`src/rtl/lsu.sv`:
```
// Load/store unit: accepts one load or store from the execution stage, runs it over a
// simple req/ack bus with a timeout, and formats load data for register writeback.
module lsu #(
    parameter int TIMEOUT_CYCLES = 256
) (
    input  logic        clk,
    input  logic        rst,
    input  logic        mem_load_en,
    input  logic [31:0] mem_load_addr,
    input  logic [4:0]  mem_load_regs_addr,
    input  logic        mem_store_en,
    input  logic [31:0] mem_store_addr,
    input  logic [31:0] mem_store_data,
    input  logic [2:0]  mem_funct3,
    output logic        bus_req,
    output logic        bus_we,
    output logic [31:0] bus_addr,
    output logic [31:0] bus_wdata,
    output logic [3:0]  bus_wstrb,
    input  logic        bus_ack,
    input  logic [31:0] bus_rdata,
    output logic        regs_write_en,
    output logic [4:0]  regs_write_addr,
    output logic [31:0] regs_write_data,
    output logic        pause_signal,
    output logic        misalign_err,
    output logic        bus_err
);

    localparam int CNT_W = ($clog2(TIMEOUT_CYCLES) > 8) ? $clog2(TIMEOUT_CYCLES) : 8;
    localparam logic [CNT_W-1:0] CNT_LAST = CNT_W'(TIMEOUT_CYCLES - 1);

    typedef enum logic [1:0] {
        IDLE = 2'd0,
        BUS  = 2'd1,
        WB   = 2'd2
    } state_t;

    state_t state;
    state_t next_state;

    logic [CNT_W-1:0] cycle_cnt;
    logic [1:0]       lat_offset;
    logic [2:0]       lat_funct3;
    logic [4:0]       lat_rd;
    logic             lat_load;

    logic        req_valid;
    logic        req_load;
    logic [31:0] req_addr;
    logic        req_misaligned;
    logic [3:0]  req_wstrb;
    logic [31:0] req_wdata;
    logic        timeout;
    logic [7:0]  sel_byte;
    logic [15:0] sel_half;
    logic [31:0] load_data;

    // A simultaneous load and store resolves in favour of the load.
    always_comb begin
        req_valid = mem_load_en | mem_store_en;
        req_load  = mem_load_en;
        req_addr  = mem_load_en ? mem_load_addr : mem_store_addr;
        case (mem_funct3[1:0])
            2'b00:   req_misaligned = 1'b0;
            2'b01:   req_misaligned = req_addr[0];
            default: req_misaligned = (req_addr[1:0] != 2'b00);
        endcase
    end

    always_comb begin
        req_wstrb = 4'b0000;
        req_wdata = 32'h0000_0000;
        if (!req_load) begin
            case (mem_funct3[1:0])
                2'b00: begin
                    req_wstrb = 4'b0001 << req_addr[1:0];
                    req_wdata = {4{mem_store_data[7:0]}};
                end
                2'b01: begin
                    req_wstrb = 4'b0011 << {req_addr[1], 1'b0};
                    req_wdata = {2{mem_store_data[15:0]}};
                end
                default: begin
                    req_wstrb = 4'b1111;
                    req_wdata = mem_store_data;
                end
            endcase
        end
    end

    always_comb begin
        case (lat_offset)
            2'd0:    sel_byte = bus_rdata[7:0];
            2'd1:    sel_byte = bus_rdata[15:8];
            2'd2:    sel_byte = bus_rdata[23:16];
            default: sel_byte = bus_rdata[31:24];
        endcase
        sel_half = lat_offset[1] ? bus_rdata[31:16] : bus_rdata[15:0];
        case (lat_funct3)
            3'b000:  load_data = {{24{sel_byte[7]}}, sel_byte};
            3'b001:  load_data = {{16{sel_half[15]}}, sel_half};
            3'b100:  load_data = {24'h0, sel_byte};
            3'b101:  load_data = {16'h0, sel_half};
            default: load_data = bus_rdata;
        endcase
    end

    // An ack in the final counted cycle beats the timeout.
    always_comb begin
        next_state   = state;
        timeout      = 1'b0;
        pause_signal = 1'b0;
        case (state)
            IDLE: begin
                if (req_valid && !req_misaligned) begin
                    pause_signal = 1'b1;
                    next_state   = BUS;
                end
            end
            BUS: begin
                timeout      = !bus_ack && (cycle_cnt == CNT_LAST);
                pause_signal = !(bus_ack && !lat_load) && !timeout;
                if (bus_ack) begin
                    next_state = lat_load ? WB : IDLE;
                end else if (timeout) begin
                    next_state = IDLE;
                end
            end
            WB:      next_state = IDLE;
            default: next_state = IDLE;
        endcase
    end

    always_ff @(posedge clk or posedge rst) begin
        if (rst) begin
            state <= IDLE;
        end else begin
            state <= next_state;
        end
    end

    always_ff @(posedge clk or posedge rst) begin
        if (rst) begin
            cycle_cnt       <= '0;
            lat_offset      <= 2'd0;
            lat_funct3      <= 3'd0;
            lat_rd          <= 5'd0;
            lat_load        <= 1'b0;
            bus_req         <= 1'b0;
            bus_we          <= 1'b0;
            bus_addr        <= 32'h0;
            bus_wdata       <= 32'h0;
            bus_wstrb       <= 4'h0;
            regs_write_en   <= 1'b0;
            regs_write_addr <= 5'd0;
            regs_write_data <= 32'h0;
            misalign_err    <= 1'b0;
            bus_err         <= 1'b0;
        end else begin
            misalign_err  <= 1'b0;
            bus_err       <= 1'b0;
            regs_write_en <= 1'b0;
            case (state)
                IDLE: begin
                    if (req_valid) begin
                        if (req_misaligned) begin
                            misalign_err <= 1'b1;
                        end else begin
                            bus_req    <= 1'b1;
                            bus_we     <= !req_load;
                            bus_addr   <= {req_addr[31:2], 2'b00};
                            bus_wdata  <= req_wdata;
                            bus_wstrb  <= req_wstrb;
                            lat_offset <= req_addr[1:0];
                            lat_funct3 <= mem_funct3;
                            lat_rd     <= mem_load_regs_addr;
                            lat_load   <= req_load;
                            cycle_cnt  <= '0;
                        end
                    end
                end
                BUS: begin
                    if (bus_ack) begin
                        bus_req <= 1'b0;
                        if (lat_load) begin
                            regs_write_en   <= (lat_rd != 5'd0);
                            regs_write_addr <= lat_rd;
                            regs_write_data <= load_data;
                        end
                    end else if (timeout) begin
                        bus_req <= 1'b0;
                        bus_err <= 1'b1;
                    end else begin
                        cycle_cnt <= cycle_cnt + CNT_W'(1);
                    end
                end
                default: ;
            endcase
        end
    end

endmodule

```
`config.mk`:
```
export PLATFORM = sky130hd
export DESIGN_NAME = lsu
export DESIGN_NICKNAME = d
export VERILOG_FILES = /design/src/rtl/lsu.sv
export SDC_FILE = /design/constraint.sdc
export NUM_CORES = 1
export LEC_CHECK = 0
export ABC_AREA = 1
export CAP_MARGIN = 20
export CORE_ASPECT_RATIO = 1.2
export CORE_MARGIN = 1.5
export CORE_UTILIZATION = 48
export DETAILED_ROUTE_END_ITERATION = 16
export PLACE_DENSITY = 0.85
export SKIP_LAST_GASP = 1
export SYNTH_ARGS = -nofsm -noshare
export SYNTH_HDL_FRONTEND = slang
export SYNTH_SLANG_ARGS = --single-unit
```
`constraint.sdc`:
```
create_clock -name clk -period 8.88 [get_ports clk]
set_input_delay 1.332 -clock clk [delete_from_list [all_inputs] [get_ports clk]]
set_output_delay 1.332 -clock clk [all_outputs]
set_load 0.1 [all_outputs]
```
==> out/qor.csv <==
metric,value,unit
status,finished clean,
Avg Synthesized Cell Area,7.63,um^2
RSZ-0062 raised after global routing,false,
gpl congestion,0.912,
post-synthesis cell count,868,
YS warnings,0,
sequential element share of the synthesized area,0.487,
Setup crit start kind,input port,
post-placement cell area,9070,um^2
R2R Setup Slk,6.21,ns
worst slew pin tran,1.04,ns
drt pass-1 iters,5,
H-Tree Depth,4,
critical path type,input port to primary output,
Die Span Y,132,um
vias,6565,
Initial Util,0.496,
nets@finish,1236,
chip width,110,um
CTS resizes,0,
fmax,175,MHz
"EDFF count, synth",0,
Mapped Area,6620,um^2
CTS root buf,clkbuf_16,
Setup Buffers After CTS,0,
Max Cap Viol,0,
"Remaining Overflow, GRT",0,
Port Buffer Count,249,
Wirelength per Cell,15.4,um
Setup-failing EPs final,0,
crit share post-route,0.644,
Ant. Diodes,0,
Unique masters post-synth,31,
std cell rows,46,
hold buffers post-CTS,0,
post-route minimum period,5.72,ns
area occupied by registers,3230,um^2
CTS sink count,129,
area delta synth->final,46.9,%
Hold Slack,0.466,ns
total wire length,19700,um
initial antenna violation count,0,
"flops & latches, synth",129,
max-slew violations,0,
CTS tree,yes,
remaining design rule violation count,0,
DIE AREA,14500,um^2
area of the multi-input gates,2880,um^2
commonest register cell after synthesis,dfrtp_1,
fraction of layout instances using a drive strength above 1,0.0885,
Min-Delay Path Class,register to register,
CP required,7.55,ns
worst-path fanout max,38,
Routed Antenna Nets,0,
hold depth,2,
Fillers,1047,
RR Startpoint,state[1],
Setup TNS,0,ns
"Async S/R FF share, synth",1.00,
Worst-path clk slew,0.05,ns
CTS buffer count,17,
core outline area,13400,um^2
clk_lat worst skew,0.41,ns
post-route cell area,9730,um^2
hold endpoint,bus_addr[9],
first-pass GRT wire length,31600,um
clk_skew,0.00888,ns
final hold violation count,0,
post-DP HPWL,13800,um
reg2reg end,bus_wdata[9],
CP arrival,4.38,ns
CP endpoint kind,primary output,
worst-case reg-to-reg path depth,8,
largest net degree at the start of global routing,78,
number of global-route vias before repair,6433,
CTS max path bufs,2,
I/O pins,252,
Avg Vias per Cell,5.15,
HP Start,bus_addr[9],
Initial DRC Count,489,
GR Util All Layers,0.282,
Slew HR,0.302,
placed cells by master, fill, tap and decap left out, types with 6 or more instances in the layout:
cell type / count
clkbuf_16: 17
inv_1: 55
nand3_1: 39
nand2_1: 387
or2_2: 17
nand3_2: 6
clkdlybuf4s50_1: 249
o21ai_0: 45
o21ai_2: 28
a21oi_1: 35
nor2_1: 34
o211ai_1: 7
nor3_1: 7
dfrtp_1: 129
cells in the mapped netlist, types with 4 or more instances:
master	number	area, um^2
clkbuf_1	19	71.3
inv_1	56	210
nand3_1	39	195
o21bai_1	5	37.5
buf_2	14	70.1
o21ai_2	28	245
nor3_1	7	35.0
buf_4	5	37.5
o21ai_0	45	225
buf_6	11	124
nand3_2	6	60.1
dfrtp_1	129	3230
nand2_1	387	1450
nor2_1	34	128
a21oi_1	35	175
or2_2	17	106
o211ai_1	7	52.6
nand2_2	4	25.0
flip-flops by register name, indices dropped and copies added (netlist names), 2 cells and up:
register and flops:
state 2, lat_offset 2, bus_addr 30, regs_write_data 32
lat_funct3 3, bus_wdata 32, lat_rd 5, regs_write_addr 5
bus_wstrb 4, cycle_cnt 8
worst max-delay path: stages:
cell	delay, ns
clkdlybuf4s50_1	0.45
buf_4	0.33
inv_2	0.36
nand2_1	0.19
nand2_1	0.11
nand2_1	0.10
nand2_2	0.08
inv_2	0.07
nand2_2	0.08
nand3_1	0.10
clkdlybuf4s50_1	1.14
stage by stage:
step | util | setup WS [ns] | std cells
after floorplan | - | 4.11 | 869
after global placement | 0.679 | 3.23 | 1242
after detailed placement | 0.679 | 3.18 | 1242
after CTS | 0.726 | 3.16 | 1274
after global routing | 0.728 | 2.98 | 1275
final | 0.728 | 3.16 | 1275
logic make-up after synthesis:
kind of cell / count (synthesis) / share of synthesized area
AOI/OAI and AO/OA: 124 / 0.116
xor gates and xnor gates: 2 / 0.00265
adders and majority gates: 1 / 0.00189
buffers and inverters: 109 / 0.0797
DFF: 129 / 0.487
muxes: 1 / 0.00151
other: 1 / 0.000566
and+or+nand+nor: 501 / 0.310
routing by layer:
| metal | vias to the layer above | track usage | part of all wire |
|---|---|---|---|
| met5 | - | 0 | 0 |
| met4 | 0 | 0.118 | 0.033 |
| met3 | 45 | 0.0873 | 0.086 |
| met2 | 279 | 0.475 | 0.50 |
| met1 | 3065 | 0.327 | 0.38 |
| li1 | 3176 | - | - |
cell type report:
class / instances / area share
Tap cell: 168 / 0.0216
Clock inverter: 13 / 0.0190
Inverter: 60 / 0.0234
Timing Repair Buffer: 255 / 0.263
Clock buffer: 19 / 0.0455
Multi-Input combinational cell: 631 / 0.296
Sequential cell: 129 / 0.332
worst max path at each step:
stage | start | end | cells after the start
CTS | mem_load_en | pause_signal | 11
global route | mem_load_en | pause_signal | 11
finish | mem_load_en | pause_signal | 11
global placement | mem_load_en | pause_signal | 11
detailed placement | mem_load_en | pause_signal | 11
floorplan | rst | bus_addr[10] | 1
Power is left out: the tool's default activity adds up to more than one toggle a clock period on the data nets, which glitch-free logic cannot reach.
